File: src/rtl/sram_arbiter_pkg.sv
// Shared types and constants for the instruction/data SRAM arbiter.
// Response owner encoding, default starvation bound and memory command layout.
package sram_arbiter_pkg;

    typedef logic [31:0] word_t;
    typedef logic [3:0]  strb_t;

    typedef enum logic {
        OWN_INST = 1'b0,
        OWN_DATA = 1'b1
    } owner_e;

    localparam int STARVE_LIMIT_DEF = 4;

    typedef struct packed {
        logic  en;
        strb_t we;
        word_t addr;
        word_t wdata;
    } mem_cmd_t;

    // A zero limit still needs a one-bit counter to keep the vector legal.
    function automatic int cnt_width(input int limit);
        return (limit < 1) ? 1 : $clog2(limit + 1);
    endfunction

endpackage

File: src/rtl/sram_arbiter_if.sv
// Requester and SRAM signal bundle for the arbiter.
// slave = arbiter side, master = requesters plus memory model.
interface sram_arbiter_if;
    import sram_arbiter_pkg::*;

    logic  i_req;
    word_t i_addr;
    logic  i_addr_ok;
    logic  i_data_ok;
    word_t i_rdata;

    logic  d_req;
    logic  d_wr;
    strb_t d_wstrb;
    word_t d_addr;
    word_t d_wdata;
    logic  d_addr_ok;
    logic  d_data_ok;
    word_t d_rdata;

    logic  mem_en;
    strb_t mem_we;
    word_t mem_addr;
    word_t mem_wdata;
    word_t mem_rdata;

    modport slave (
        input  i_req, i_addr,
        output i_addr_ok, i_data_ok, i_rdata,
        input  d_req, d_wr, d_wstrb, d_addr, d_wdata,
        output d_addr_ok, d_data_ok, d_rdata,
        output mem_en, mem_we, mem_addr, mem_wdata,
        input  mem_rdata
    );

    modport master (
        output i_req, i_addr,
        input  i_addr_ok, i_data_ok, i_rdata,
        output d_req, d_wr, d_wstrb, d_addr, d_wdata,
        input  d_addr_ok, d_data_ok, d_rdata,
        input  mem_en, mem_we, mem_addr, mem_wdata,
        output mem_rdata
    );

endinterface

File: src/rtl/sram_arbiter_starve_ctr.sv
// Counts consecutive data grants taken while the inst requester waits.
// Latency: o_starved reflects grants up to the previous edge; no backpressure.
module sram_arbiter_starve_ctr
    import sram_arbiter_pkg::*;
#(
    parameter int STARVE_LIMIT = STARVE_LIMIT_DEF
) (
    input  logic clk,
    input  logic rst,
    input  logic i_inst_req,
    input  logic i_inst_grant,
    input  logic i_data_grant,
    output logic o_starved
);

    localparam int            CW    = cnt_width(STARVE_LIMIT);
    localparam logic [CW-1:0] LIMIT = CW'(STARVE_LIMIT);

    logic [CW-1:0] r_cnt;

    always_ff @(posedge clk or posedge rst) begin
        if (rst) begin
            r_cnt <= '0;
        end else if (i_inst_grant || !i_inst_req) begin
            r_cnt <= '0;
        end else if (i_data_grant && (r_cnt != LIMIT)) begin
            r_cnt <= r_cnt + CW'(1);
        end
    end

    assign o_starved = (r_cnt == LIMIT);

endmodule

File: src/rtl/sram_arbiter.sv
// Arbitrates inst (read-only) and data requesters onto one single-port SRAM.
// Latency: grant combinational at T, data_ok at T+1; no backpressure, losers hold their request.
module sram_arbiter
    import sram_arbiter_pkg::*;
#(
    parameter int STARVE_LIMIT = STARVE_LIMIT_DEF
) (
    input  logic            clk,
    input  logic            rst,
    sram_arbiter_if.slave   bus
);

    logic     w_starved;
    logic     w_grant_i;
    logic     w_grant_d;
    mem_cmd_t w_mem;
    logic     w_i_data_ok;
    logic     w_d_data_ok;

    logic     r_resp_vld;
    owner_e   r_resp_owner;

    sram_arbiter_starve_ctr #(
        .STARVE_LIMIT (STARVE_LIMIT)
    ) u_starve_ctr (
        .clk          (clk),
        .rst          (rst),
        .i_inst_req   (bus.i_req),
        .i_inst_grant (w_grant_i),
        .i_data_grant (w_grant_d),
        .o_starved    (w_starved)
    );

    // Data normally wins; inst takes over once the starvation bound is reached.
    assign w_grant_i = !rst && bus.i_req && (!bus.d_req || w_starved);
    assign w_grant_d = !rst && bus.d_req && !w_grant_i;

    always_comb begin
        w_mem = '0;
        if (w_grant_i) begin
            w_mem.en   = 1'b1;
            w_mem.addr = bus.i_addr;
        end else if (w_grant_d) begin
            w_mem.en    = 1'b1;
            w_mem.we    = bus.d_wr ? bus.d_wstrb : '0;
            w_mem.addr  = bus.d_addr;
            w_mem.wdata = bus.d_wdata;
        end
    end

    always_ff @(posedge clk or posedge rst) begin
        if (rst) begin
            r_resp_vld   <= 1'b0;
            r_resp_owner <= OWN_INST;
        end else begin
            r_resp_vld   <= w_mem.en;
            r_resp_owner <= w_grant_d ? OWN_DATA : OWN_INST;
        end
    end

    assign w_i_data_ok = r_resp_vld && (r_resp_owner == OWN_INST);
    assign w_d_data_ok = r_resp_vld && (r_resp_owner == OWN_DATA);

    assign bus.i_addr_ok = w_grant_i;
    assign bus.d_addr_ok = w_grant_d;
    assign bus.mem_en    = w_mem.en;
    assign bus.mem_we    = w_mem.we;
    assign bus.mem_addr  = w_mem.addr;
    assign bus.mem_wdata = w_mem.wdata;

    assign bus.i_data_ok = w_i_data_ok;
    assign bus.d_data_ok = w_d_data_ok;
    assign bus.i_rdata   = w_i_data_ok ? bus.mem_rdata : '0;
    assign bus.d_rdata   = w_d_data_ok ? bus.mem_rdata : '0;

endmodule

File: src/flat_wrapper.sv
// flat-port wrapper written by rule: the top's interface ports become plain ports
module sram_arbiter_flat import sram_arbiter_pkg::*;
#(
    parameter int STARVE_LIMIT = STARVE_LIMIT_DEF
)
  (clk, rst, bus_i_req, bus_i_addr, bus_i_addr_ok, bus_i_data_ok, bus_i_rdata, bus_d_req, bus_d_wr, bus_d_wstrb, bus_d_addr, bus_d_wdata, bus_d_addr_ok, bus_d_data_ok, bus_d_rdata, bus_mem_en, bus_mem_we, bus_mem_addr, bus_mem_wdata, bus_mem_rdata);
  sram_arbiter_if bus_i ();
  input  logic clk;
  input  logic rst;
  input wire logic [$bits(bus_i.i_req)-1:0] bus_i_req;
  input wire logic [$bits(bus_i.i_addr)-1:0] bus_i_addr;
  output wire logic [$bits(bus_i.i_addr_ok)-1:0] bus_i_addr_ok;
  output wire logic [$bits(bus_i.i_data_ok)-1:0] bus_i_data_ok;
  output wire logic [$bits(bus_i.i_rdata)-1:0] bus_i_rdata;
  input wire logic [$bits(bus_i.d_req)-1:0] bus_d_req;
  input wire logic [$bits(bus_i.d_wr)-1:0] bus_d_wr;
  input wire logic [$bits(bus_i.d_wstrb)-1:0] bus_d_wstrb;
  input wire logic [$bits(bus_i.d_addr)-1:0] bus_d_addr;
  input wire logic [$bits(bus_i.d_wdata)-1:0] bus_d_wdata;
  output wire logic [$bits(bus_i.d_addr_ok)-1:0] bus_d_addr_ok;
  output wire logic [$bits(bus_i.d_data_ok)-1:0] bus_d_data_ok;
  output wire logic [$bits(bus_i.d_rdata)-1:0] bus_d_rdata;
  output wire logic [$bits(bus_i.mem_en)-1:0] bus_mem_en;
  output wire logic [$bits(bus_i.mem_we)-1:0] bus_mem_we;
  output wire logic [$bits(bus_i.mem_addr)-1:0] bus_mem_addr;
  output wire logic [$bits(bus_i.mem_wdata)-1:0] bus_mem_wdata;
  input wire logic [$bits(bus_i.mem_rdata)-1:0] bus_mem_rdata;
  assign bus_i.i_req = bus_i_req;
  assign bus_i.i_addr = bus_i_addr;
  assign bus_i_addr_ok = bus_i.i_addr_ok;
  assign bus_i_data_ok = bus_i.i_data_ok;
  assign bus_i_rdata = bus_i.i_rdata;
  assign bus_i.d_req = bus_d_req;
  assign bus_i.d_wr = bus_d_wr;
  assign bus_i.d_wstrb = bus_d_wstrb;
  assign bus_i.d_addr = bus_d_addr;
  assign bus_i.d_wdata = bus_d_wdata;
  assign bus_d_addr_ok = bus_i.d_addr_ok;
  assign bus_d_data_ok = bus_i.d_data_ok;
  assign bus_d_rdata = bus_i.d_rdata;
  assign bus_mem_en = bus_i.mem_en;
  assign bus_mem_we = bus_i.mem_we;
  assign bus_mem_addr = bus_i.mem_addr;
  assign bus_mem_wdata = bus_i.mem_wdata;
  assign bus_i.mem_rdata = bus_mem_rdata;
  sram_arbiter #(.STARVE_LIMIT(STARVE_LIMIT)) u_core (.clk(clk), .rst(rst), .bus(bus_i));
endmodule
File: config.mk
export PLATFORM = sky130hd
export DESIGN_NAME = sram_arbiter_flat
export DESIGN_NICKNAME = d
export VERILOG_FILES = /design/src/rtl/sram_arbiter_pkg.sv /design/src/rtl/sram_arbiter_if.sv /design/src/rtl/sram_arbiter_starve_ctr.sv /design/src/rtl/sram_arbiter.sv /design/src/flat_wrapper.sv
export SDC_FILE = /design/constraint.sdc
export NUM_CORES = 1
export LEC_CHECK = 0
export CORE_AREA = 3 3 104 106
export DETAILED_ROUTE_END_ITERATION = 8
export DIE_AREA = 0 0 107 109
export GPL_ROUTABILITY_DRIVEN = 0
export PLACE_DENSITY_LB_ADDON = 0.1
export REMOVE_ABC_BUFFERS = 1
export SETUP_SLACK_MARGIN = 0.2
export SYNTH_ARGS = -nofsm -noshare
export SYNTH_HDL_FRONTEND = slang
export SYNTH_HIERARCHICAL = 1
export SYNTH_SLANG_ARGS = --single-unit
File: constraint.sdc
create_clock -name clk -period 4.3 [get_ports clk]
set_clock_uncertainty 0.1 [all_clocks]
set_input_delay 0.645 -clock clk [delete_from_list [all_inputs] [get_ports clk]]
set_output_delay 0.645 -clock clk [all_outputs]
set_load 0.005 [all_outputs]
==> results.sh, run 1 <==
export IMPL_row_count=36
export IMPL_final_core_util_pct=51.6
export IMPL_drt_initial_drc_count=133
export IMPL_grt_max_degree=69
export IMPL_synth_top_area_share_pct=20.0
export IMPL_grt_pass1_vias=2899
export IMPL_p_sw_mw=0.154
export IMPL_setup_tns_final_ps=0
export IMPL_critPathCaptureType="primary output"
export IMPL_ys_flop_type="dfrtp_1"
export IMPL_critPathMaxFanout=21
export IMPL_nNetsFinal=654
export IMPL_numCtsBuffers=3
export IMPL_final_setup_viol_count=0
export IMPL_yosys_warnings=6
export IMPL_detail_route_antenna_nets=0
export IMPL_cts_max_path_buffers=2
export IMPL_antenna_found_initial=0
export IMPL_cts_tree="yes"
export IMPL_wirelength_um=10300
export IMPL_fill_cells=923
export IMPL_dieWidth_um=107
export IMPL_regArea_um2=125
export IMPL_status="completed"
export IMPL_slew_limit_headroom_pct=40.6
export IMPL_grtUsageTotal_pct=16.2
export IMPL_die_area_um2=11700
export IMPL_io_pins=274
export IMPL_portBuffers=273
export IMPL_hpwl_um=8420
export IMPL_synthDistinctLibCells=30
export IMPL_peakVddDrop_mv=0.0738
export IMPL_worstPathRequired_ps=3560
export IMPL_path_clk_slew_ps=30
export IMPL_tightestPinTransition_ps=890
export IMPL_synth_cells=263
export IMPL_seqPwrFrac_pct=11.0
export IMPL_p_comb_share_pct=72.6
export IMPL_power_density_nw_per_um2=104
export IMPL_cts_sinks=5
export IMPL_dieHeight_um=109
export IMPL_layout_min_cycle_time_ps=3470
export IMPL_wl_per_cell_um=15.9
export IMPL_synth_top_area_cell="o32ai_2"
export IMPL_hold_path_class="flop to flop"
export IMPL_cp_start_kind="input pin"
export IMPL_power_share_switching_pct=29.1
export IMPL_syn2layout_area_growth_pct=115
export IMPL_p_int_mw=0.376
export IMPL_synthArstFlopShare_pct=100
export IMPL_cap_violations=0
export IMPL_final_period_utilization_pct=80.8
export IMPL_grt_overflow=0
export IMPL_crit_type="input pin to primary output"
export IMPL_drc=0
export IMPL_seq_area_frac_synth_pct=5.30
export IMPL_drive_above_1_share_pct=15.6
export IMPL_clock_latency_ps=220
export IMPL_n_antenna_cell=0
export IMPL_core_area_um2=9860
export IMPL_num_vias=2940
export IMPL_ys_ff_latch=5
export IMPL_post_cts_setup_buffer_count=0
export IMPL_cts_root_buf="clkbuf_8"
export IMPL_first_pass_iters=4
export IMPL_synth_cell_area_um2=2360
export IMPL_worstPathArrival_ps=2730
export IMPL_slew_viol_final=0
export IMPL_hold_violations=0
export IMPL_grt_first_pass_wirelength_um=15400
export IMPL_clock_power_share_pct=16.3
export IMPL_multi_input_area_um2=1940
export IMPL_synth_commonest_cells="nand2b_1 (65), and2_1 (34), and3_1 (32)"
export IMPL_htree_levels=1
export IMPL_cts_hold_buf=0
export IMPL_syn_area_per_cell_um2=8.98
export IMPL_yosysMostFrequentCell="nand2b_1"
export IMPL_synth_area_top_cells="o32ai_2 (20%), nand2b_1 (17%), nor3b_2 (15%), and2_1 (9.0%), and3_1 (8.5%)"
export IMPL_drt_vias_per_instance=4.54
export IMPL_holdWs_ps=488
export IMPL_cellLeakagePower_nw=1.87
export IMPL_synth_edf_count=0
export IMPL_initial_core_util_pct=23.9
export IMPL_rsz0062_at_grt="false"
export IMPL_cts_repair_resized=0
export IMPL_fmax_mhz=288
[state kept, by name, indices dropped and copies added, names as in the netlist]
register,count
u_core/r_resp_owner,1
u_core/u_starve_ctr/r_cnt,3
u_core/r_resp_vld,1
[cells by family (layout without fill, tap and decap cells)]
group / after synthesis / count (layout) / share of synthesized area (%)
buf+inv: 39 / 290 / 12.6
compound gates: 35 / 35 / 22.0
simple gates: 180 / 180 / 58.2
mux: 2 / 2 / 0.847
fa+ha+maj: 2 / 2 / 1.06
flops: 5 / 5 / 5.30
[power by group through the flow]
stage	Clock [mW]	Combinational [mW]	Sequential, mW
final	0.0865	0.385	0.0584
after global routing	0.0933	0.415	0.0598
after CTS	0.0899	0.391	0.0584
after detailed placement	0	0.389	0.0589
after global placement	0	0.387	0.0585
after floorplan	0	0.126	0.0551
[critical path: stages]
cell             delay, ps
clkdlybuf4s50_1        640
a21bo_2                600
buf_4                  280
o32ai_2                 80
clkdlybuf4s50_1        470
[layer usage]
metal | track usage (%) | wire, µm
met5 | 0 | 0
met4 | 3.56 | 131
met3 | 5.62 | 1050
met2 | 30.4 | 5280
met1 | 17.4 | 3790
[through the flow]
step	power [mW]	worst slack [ps]	instance area (µm²)	std cells
3_5_place_dp	0.448	805	5040	643
3_3_place_gp	0.445	828	5040	643
5_1_grt	0.568	695	5090	647
6_report	0.530	827	5090	647
2_1_floorplan	0.181	1440	2080	229
4_1_cts	0.539	793	5090	647
[worst paths after layout]
check	startpoint	to	slack [ps]	depth (start not counted)
min in group asynchronous	rst	u_core/r_resp_owner	830	3
worst max-delay path	bus_i_req	bus_mem_addr[14]	830	5
max in group asynchronous	rst	u_core/u_starve_ctr/r_cnt[0]	3110	3
worst min-delay path	u_core/u_starve_ctr/r_cnt[1]	u_core/u_starve_ctr/r_cnt[1]	490	2
worst min register to register	u_core/u_starve_ctr/r_cnt[1]	u_core/u_starve_ctr/r_cnt[1]	490	2
worst max register to register	u_core/u_starve_ctr/r_cnt[0]	u_core/u_starve_ctr/r_cnt[0]	2020	7
[layout by cell type, fill, tap and decap left out]
master           instances
a21boi_1                 1
nand3b_1                 3
and2_1                  34
inv_2                    1
a21bo_2                  1
nand2b_1                64
clkbuf_1                 1
o32ai_2                 29
and2_4                   1
nor2b_2                  1
ha_1                     2
dfrtp_1                  5
nor2b_4                  1
clkbuf_8                 3
nor3b_1                  3
buf_4                    8
a21oi_1                  1
mux2i_1                  2
inv_1                    4
or3b_1                   1
nor3_1                   1
o32ai_1                  3
nor4b_2                  1
clkdlybuf4s50_1        273
and3_1                  32
and4b_1                  1
nand2b_2                 1
nor4bb_2                 4
nor3b_2                 29
nor2_1                   3
[cell type report]
cell class                 count  share of cell area (%)
clock buffer                   4                   0.885
inverter                       5                   0.369
sequential                     5                    2.46
multi-input combinational    219                    38.2
timing repair buffer         281                    54.9
tap                          133                    3.27
No activity file was read; power rests on OpenSTA's default activity.
==> inputs of run 2 (changes only) <==
CORE_AREA = 3 3 105 107   (was 3 3 104 106)
DIE_AREA = 0 0 108 110   (was 0 0 107 109)
clock period = 3 ns   (was 4.3 ns; I/O delays follow)
==> run 2 against run 1 <==
  * Routed wire length up 10%
  * Sequential share of layout area down 0.11 points
  * Hold slack worse by 250 ps
  * Global-route usage is 0.96 points higher
==> results.sh, run 2 (synthesized netlist as in run 1, its figures left out) <==
export IMPL_status="completed"
export IMPL_wl_per_cell_um=17.1
export IMPL_busiest_layer="met2"
export IMPL_layout_min_cycle_time_ps=2740
export IMPL_critPathMaxFanout=19
export IMPL_antenna_found_initial=0
export IMPL_peakVddDrop_mv=0.0736
export IMPL_grt_first_pass_wirelength_um=16100
export IMPL_final_period_utilization_pct=91.4
export IMPL_met1_usage_pct=18.9
export IMPL_cts_hold_buf=0
export IMPL_detail_route_antenna_nets=0
export IMPL_crit_start="bus_i_req"
export IMPL_first_pass_iters=4
export IMPL_io_pins=274
export IMPL_crit_type="input pin to primary output"
export IMPL_fmax_mhz=365
export IMPL_num_vias=2953
export IMPL_slew_viol_final=0
export IMPL_syn2layout_area_growth_pct=126
export IMPL_die_area_um2=11900
export IMPL_grt_max_degree=59
export IMPL_cts_tree="yes"
export IMPL_final_cell_mix="clkdlybuf4s50_1 (242), nand2b_1 (64), and2_1 (33)"
export IMPL_largest_register_ffs=3
export IMPL_htree_levels=1
export IMPL_initial_core_util_pct=23.1
export IMPL_total_power_mw=0.785
export IMPL_power_density_nw_per_um2=147
export IMPL_largestRegisters="u_core/u_starve_ctr/r_cnt x3, u_core/r_resp_owner x1, u_core/r_resp_vld x1"
export IMPL_hpwl_um=8800
export IMPL_cap_violations=0
export IMPL_dieHeight_um=110
export IMPL_drt_vias_per_instance=4.47
export IMPL_rsz0062_at_grt="true"
export IMPL_fill_cells=939
export IMPL_cts_root_buf="clkbuf_8"
export IMPL_worstPathRequired_ps=2450
export IMPL_cts_sinks=5
export IMPL_reg2reg_from="u_core/u_starve_ctr/r_cnt[0]"
export IMPL_grtUsageMet2_pct=31.7
export IMPL_path_clk_slew_ps=40
export IMPL_drt_initial_drc_count=142
export IMPL_final_common_cell="clkdlybuf4s50_1"
export IMPL_cellLeakagePower_nw=2.39
export IMPL_critPathCaptureType="primary output"
export IMPL_top_register="u_core/u_starve_ctr/r_cnt"
export IMPL_cp_start_kind="input pin"
export IMPL_tightestPinTransition_ps=298
export IMPL_dieWidth_um=108
export IMPL_cts_max_path_buffers=2
export IMPL_worstPathArrival_ps=2190
export IMPL_wirelength_um=11300
export IMPL_drive_above_1_share_pct=17.5
export IMPL_numCtsBuffers=3
export IMPL_drc=0
export IMPL_final_setup_viol_count=0
export IMPL_hold_path_class="input pin to async pin"
export IMPL_core_area_um2=10200
export IMPL_row_count=37
export IMPL_nNetsFinal=665
export IMPL_place_ws_ps=-127
export IMPL_grt_pass1_vias=2828
export IMPL_slew_limit_headroom_pct=80.2
export IMPL_setup_slack_ps=258
export IMPL_clock_latency_ps=230
export IMPL_grt_use_met3_pct=6.23
export IMPL_holdWs_ps=235
export IMPL_n_antenna_cell=0
export IMPL_grtUsageTotal_pct=17.1
export IMPL_portBuffers=273
export IMPL_grt_overflow=0
export IMPL_hold_violations=0
[run 2: path summary, 6_finish.rpt]
check                                                to  slack [ps]  cells past startpoint
min in group clk           u_core/u_starve_ctr/r_cnt[0]         500                      2
max                                       bus_mem_we[3]         260                      4
max reg2reg                u_core/u_starve_ctr/r_cnt[2]         860                      8
max in group asynchronous  u_core/u_starve_ctr/r_cnt[0]        2420                      3
min reg2reg                u_core/u_starve_ctr/r_cnt[0]         500                      2
min                                   u_core/r_resp_vld         230                      3
[run 2: layout make-up]
| class | count | area, µm² | area share (%) |
|---|---|---|---|
| clock buffers | 4 | 45.0 | 0.844 |
| repair buffers | 290 | 3000 | 56.3 |
| well taps | 136 | 170 | 3.19 |
| flip-flops and latches | 5 | 125 | 2.35 |
| multi-input cells | 221 | 1970 | 37.0 |
| inverters | 5 | 18.8 | 0.352 |
[run 2: through the flow]
step	setup TNS, ps	cells	util [%]	area, µm²
2_1_floorplan	0	229	-	2080
3_3_place_gp	-3270	650	50.1	5130
3_5_place_dp	-3380	650	50.1	5130
4_1_cts	0	659	51.2	5240
5_1_grt	0	661	52.1	5330
6_report	0	661	52.1	5330
[run 2: power breakdown]
| part | leakage, nW | switching, mW | internal (mW) |
|---|---|---|---|
| clock | 0.0228 | 0.0358 | 0.0915 |
| combinational | 2.30 | 0.195 | 0.390 |
| sequential | 0.0664 | 0.00199 | 0.0707 |
| total | 2.39 | 0.233 | 0.552 |
[run 2: metal layers]
layer,share of wire [%],vias up
met5,0,-
met4,1.3,0
li1,-,1460
met3,11,12
met2,52,159
met1,36,1322
[run 2: critical path, cell delays in order]
cell and delay, ps:
clkdlybuf4s50_1 540, and2_4 330, nor4bb_2 320, clkdlybuf4s50_1 550
[run 2: what timing repair did]
| item | 4_1_cts | 5_1_grt |
|---|---|---|
| cloned | 2 | 0 |
| setup buffers | 3 | 2 |
| gates resized for setup | 7 | 29 |
| pin swaps | 1 | 0 |
| setup endpoints to repair | 71 | 32 |
==> inputs of run 3 (changes only) <==
CORE_AREA = 2 2 107 109   (was 3 3 105 107)
DIE_AREA = 0 0 109 111   (was 0 0 108 110)
==> run 3 against run 2 <==
  * Cell area is 0.35% higher
  * Global-route usage is 0.68 points lower
  * Critical endpoint is now bus_mem_addr[13]
  * Hold slack better by 240 ps
  * Final cell count is 1.2% higher
  * Register-to-register slack worse by 30 ps
  * Core utilization is 3.8 points lower
  * Critical path depth is 3 higher
  * Clock power is 69% higher
==> results.sh, run 3 (synthesized netlist as in run 1, its figures left out) <==
export IMPL_grt_first_pass_wirelength_um=16000
export IMPL_final_cell_mix="clkdlybuf4s50_1 (252), nand2b_1 (64), and2_1 (33)"
export IMPL_initial_core_util_pct=21.3
export IMPL_setup_tns_final_ps=0
export IMPL_drt_initial_drc_count=139
export IMPL_numCtsBuffers=3
export IMPL_cellLeakagePower_nw=2.27
export IMPL_io_pins=274
export IMPL_rsz0062_at_grt="false"
export IMPL_dieHeight_um=111
export IMPL_cts_sinks=5
export IMPL_first_pass_iters=4
export IMPL_drive_above_1_share_pct=17.7
export IMPL_wirelength_um=10800
export IMPL_grtUsageTotal_pct=16.5
export IMPL_hpwl_um=8350
export IMPL_largestRegisters="u_core/u_starve_ctr/r_cnt x3, u_core/r_resp_owner x1, u_core/r_resp_vld x1"
export IMPL_fill_cells=1119
export IMPL_grt_max_degree=69
export IMPL_cts_tree="yes"
export IMPL_total_power_mw=0.870
export IMPL_layout_min_cycle_time_ps=2750
export IMPL_cap_violations=0
export IMPL_hold_path_class="flop to flop"
export IMPL_n_antenna_cell=0
export IMPL_worstPathArrival_ps=2200
export IMPL_worstPathRequired_ps=2450
export IMPL_power_share_switching_pct=26.9
export IMPL_path_clk_slew_ps=30
export IMPL_slew_viol_final=0
export IMPL_largest_register_ffs=3
export IMPL_place_ws_ps=-131
export IMPL_syn2layout_area_growth_pct=127
export IMPL_p_int_mw=0.637
export IMPL_p_comb_share_pct=66.6
export IMPL_top_register="u_core/u_starve_ctr/r_cnt"
export IMPL_final_period_utilization_pct=91.6
export IMPL_fmax_mhz=364
export IMPL_drt_vias_per_instance=4.39
export IMPL_antenna_found_initial=0
export IMPL_critPathCaptureType="primary output"
export IMPL_nNetsFinal=666
export IMPL_power_density_nw_per_um2=163
export IMPL_cp_start_kind="flop"
export IMPL_p_sw_mw=0.234
export IMPL_grt_pass1_vias=2876
export IMPL_peakVddDrop_mv=0.134
export IMPL_cts_max_path_buffers=2
export IMPL_portBuffers=273
export IMPL_slew_limit_headroom_pct=61.2
export IMPL_final_common_cell="clkdlybuf4s50_1"
export IMPL_detail_route_antenna_nets=0
export IMPL_regArea_um2=125
export IMPL_drc=0
export IMPL_crit_type="flop to primary output"
export IMPL_final_core_util_pct=48.3
export IMPL_num_vias=2937
export IMPL_critPathMaxFanout=32
export IMPL_seqPwrFrac_pct=8.8
export IMPL_row_count=39
export IMPL_htree_levels=1
export IMPL_clock_latency_ps=220
export IMPL_clock_power_share_pct=24.6
export IMPL_grt_overflow=0
export IMPL_tightestPinTransition_ps=583
export IMPL_status="completed"
export IMPL_dieWidth_um=109
export IMPL_setup_slack_ps=253
export IMPL_holdWs_ps=473
export IMPL_multi_input_area_um2=1970
export IMPL_cts_hold_buf=0
export IMPL_cts_root_buf="clkbuf_16"
export IMPL_die_area_um2=12100
export IMPL_hold_violations=0
export IMPL_core_area_um2=11100
export IMPL_wl_per_cell_um=16.1
export IMPL_final_setup_viol_count=0
run 3: per-stage QoR:
| stage | instances | instance area, µm² |
|---|---|---|
| final | 669 | 5350 |
| after global routing | 669 | 5350 |
| after CTS | 666 | 5280 |
| after detailed placement | 658 | 5130 |
| after global placement | 658 | 5130 |
| after floorplan | 229 | 2080 |
run 3: what timing repair did:
| item | in CTS | in global routing |
|---|---|---|
| gates resized for setup | 9 | 19 |
| setup buffers | 2 | 3 |
| setup endpoints to repair | 71 | 49 |
| pin swaps | 1 | 0 |
| cloned | 2 | 0 |
run 3: area by class of cell:
cell class / count / area share, %
Timing Repair Buffer: 291 / 55.7
Multi-Input combinational cell: 221 / 36.8
Tap cell: 143 / 3.34
Sequential cell: 5 / 2.34
Clock buffer: 4 / 1.47
Inverter: 5 / 0.351
run 3: final timing paths:
check / slack [ps] / depth (start not counted) / from / to
setup / recovery: 250 / 7 / u_core/u_starve_ctr/r_cnt[0] / bus_mem_addr[13]
hold / removal: 470 / 2 / u_core/u_starve_ctr/r_cnt[1] / u_core/u_starve_ctr/r_cnt[1]
setup reg to reg: 830 / 8 / u_core/u_starve_ctr/r_cnt[0] / u_core/u_starve_ctr/r_cnt[2]
hold reg to reg: 470 / 2 / u_core/u_starve_ctr/r_cnt[1] / u_core/u_starve_ctr/r_cnt[1]
max in group asynchronous: 2040 / 3 / rst / u_core/u_starve_ctr/r_cnt[2]
min in group asynchronous: 620 / 3 / rst / u_core/r_resp_vld
run 3: critical path, stage by stage (launching register included):
cell and delay, ps:
dfrtp_1 390, inv_1 70, ha_1 230, and2_4 190, a21bo_2 240, buf_12 180, o32ai_2 120, clkdlybuf4s50_1 540
run 3: power by group through the flow:
stage,Clock [mW],Combinational [mW],Sequential (mW)
final,0.214,0.580,0.0762
after global routing,0.225,0.624,0.0771
after CTS,0.219,0.591,0.0766
after detailed placement,0,0.578,0.0773
after global placement,0,0.576,0.0769
after floorplan,0,0.180,0.0789
run 3: routing by layer:
metal  global-route usage (%)  part of all wire (%)  wire length, µm  vias up
met1                     18.3                    36             3860     1298
met3                     4.53                    12             1250       10
met4                     3.25                   1.3              141        0
li1                         -                     -                -     1468
met2                     30.6                    51             5540      161
met5                        0                     0                0        -
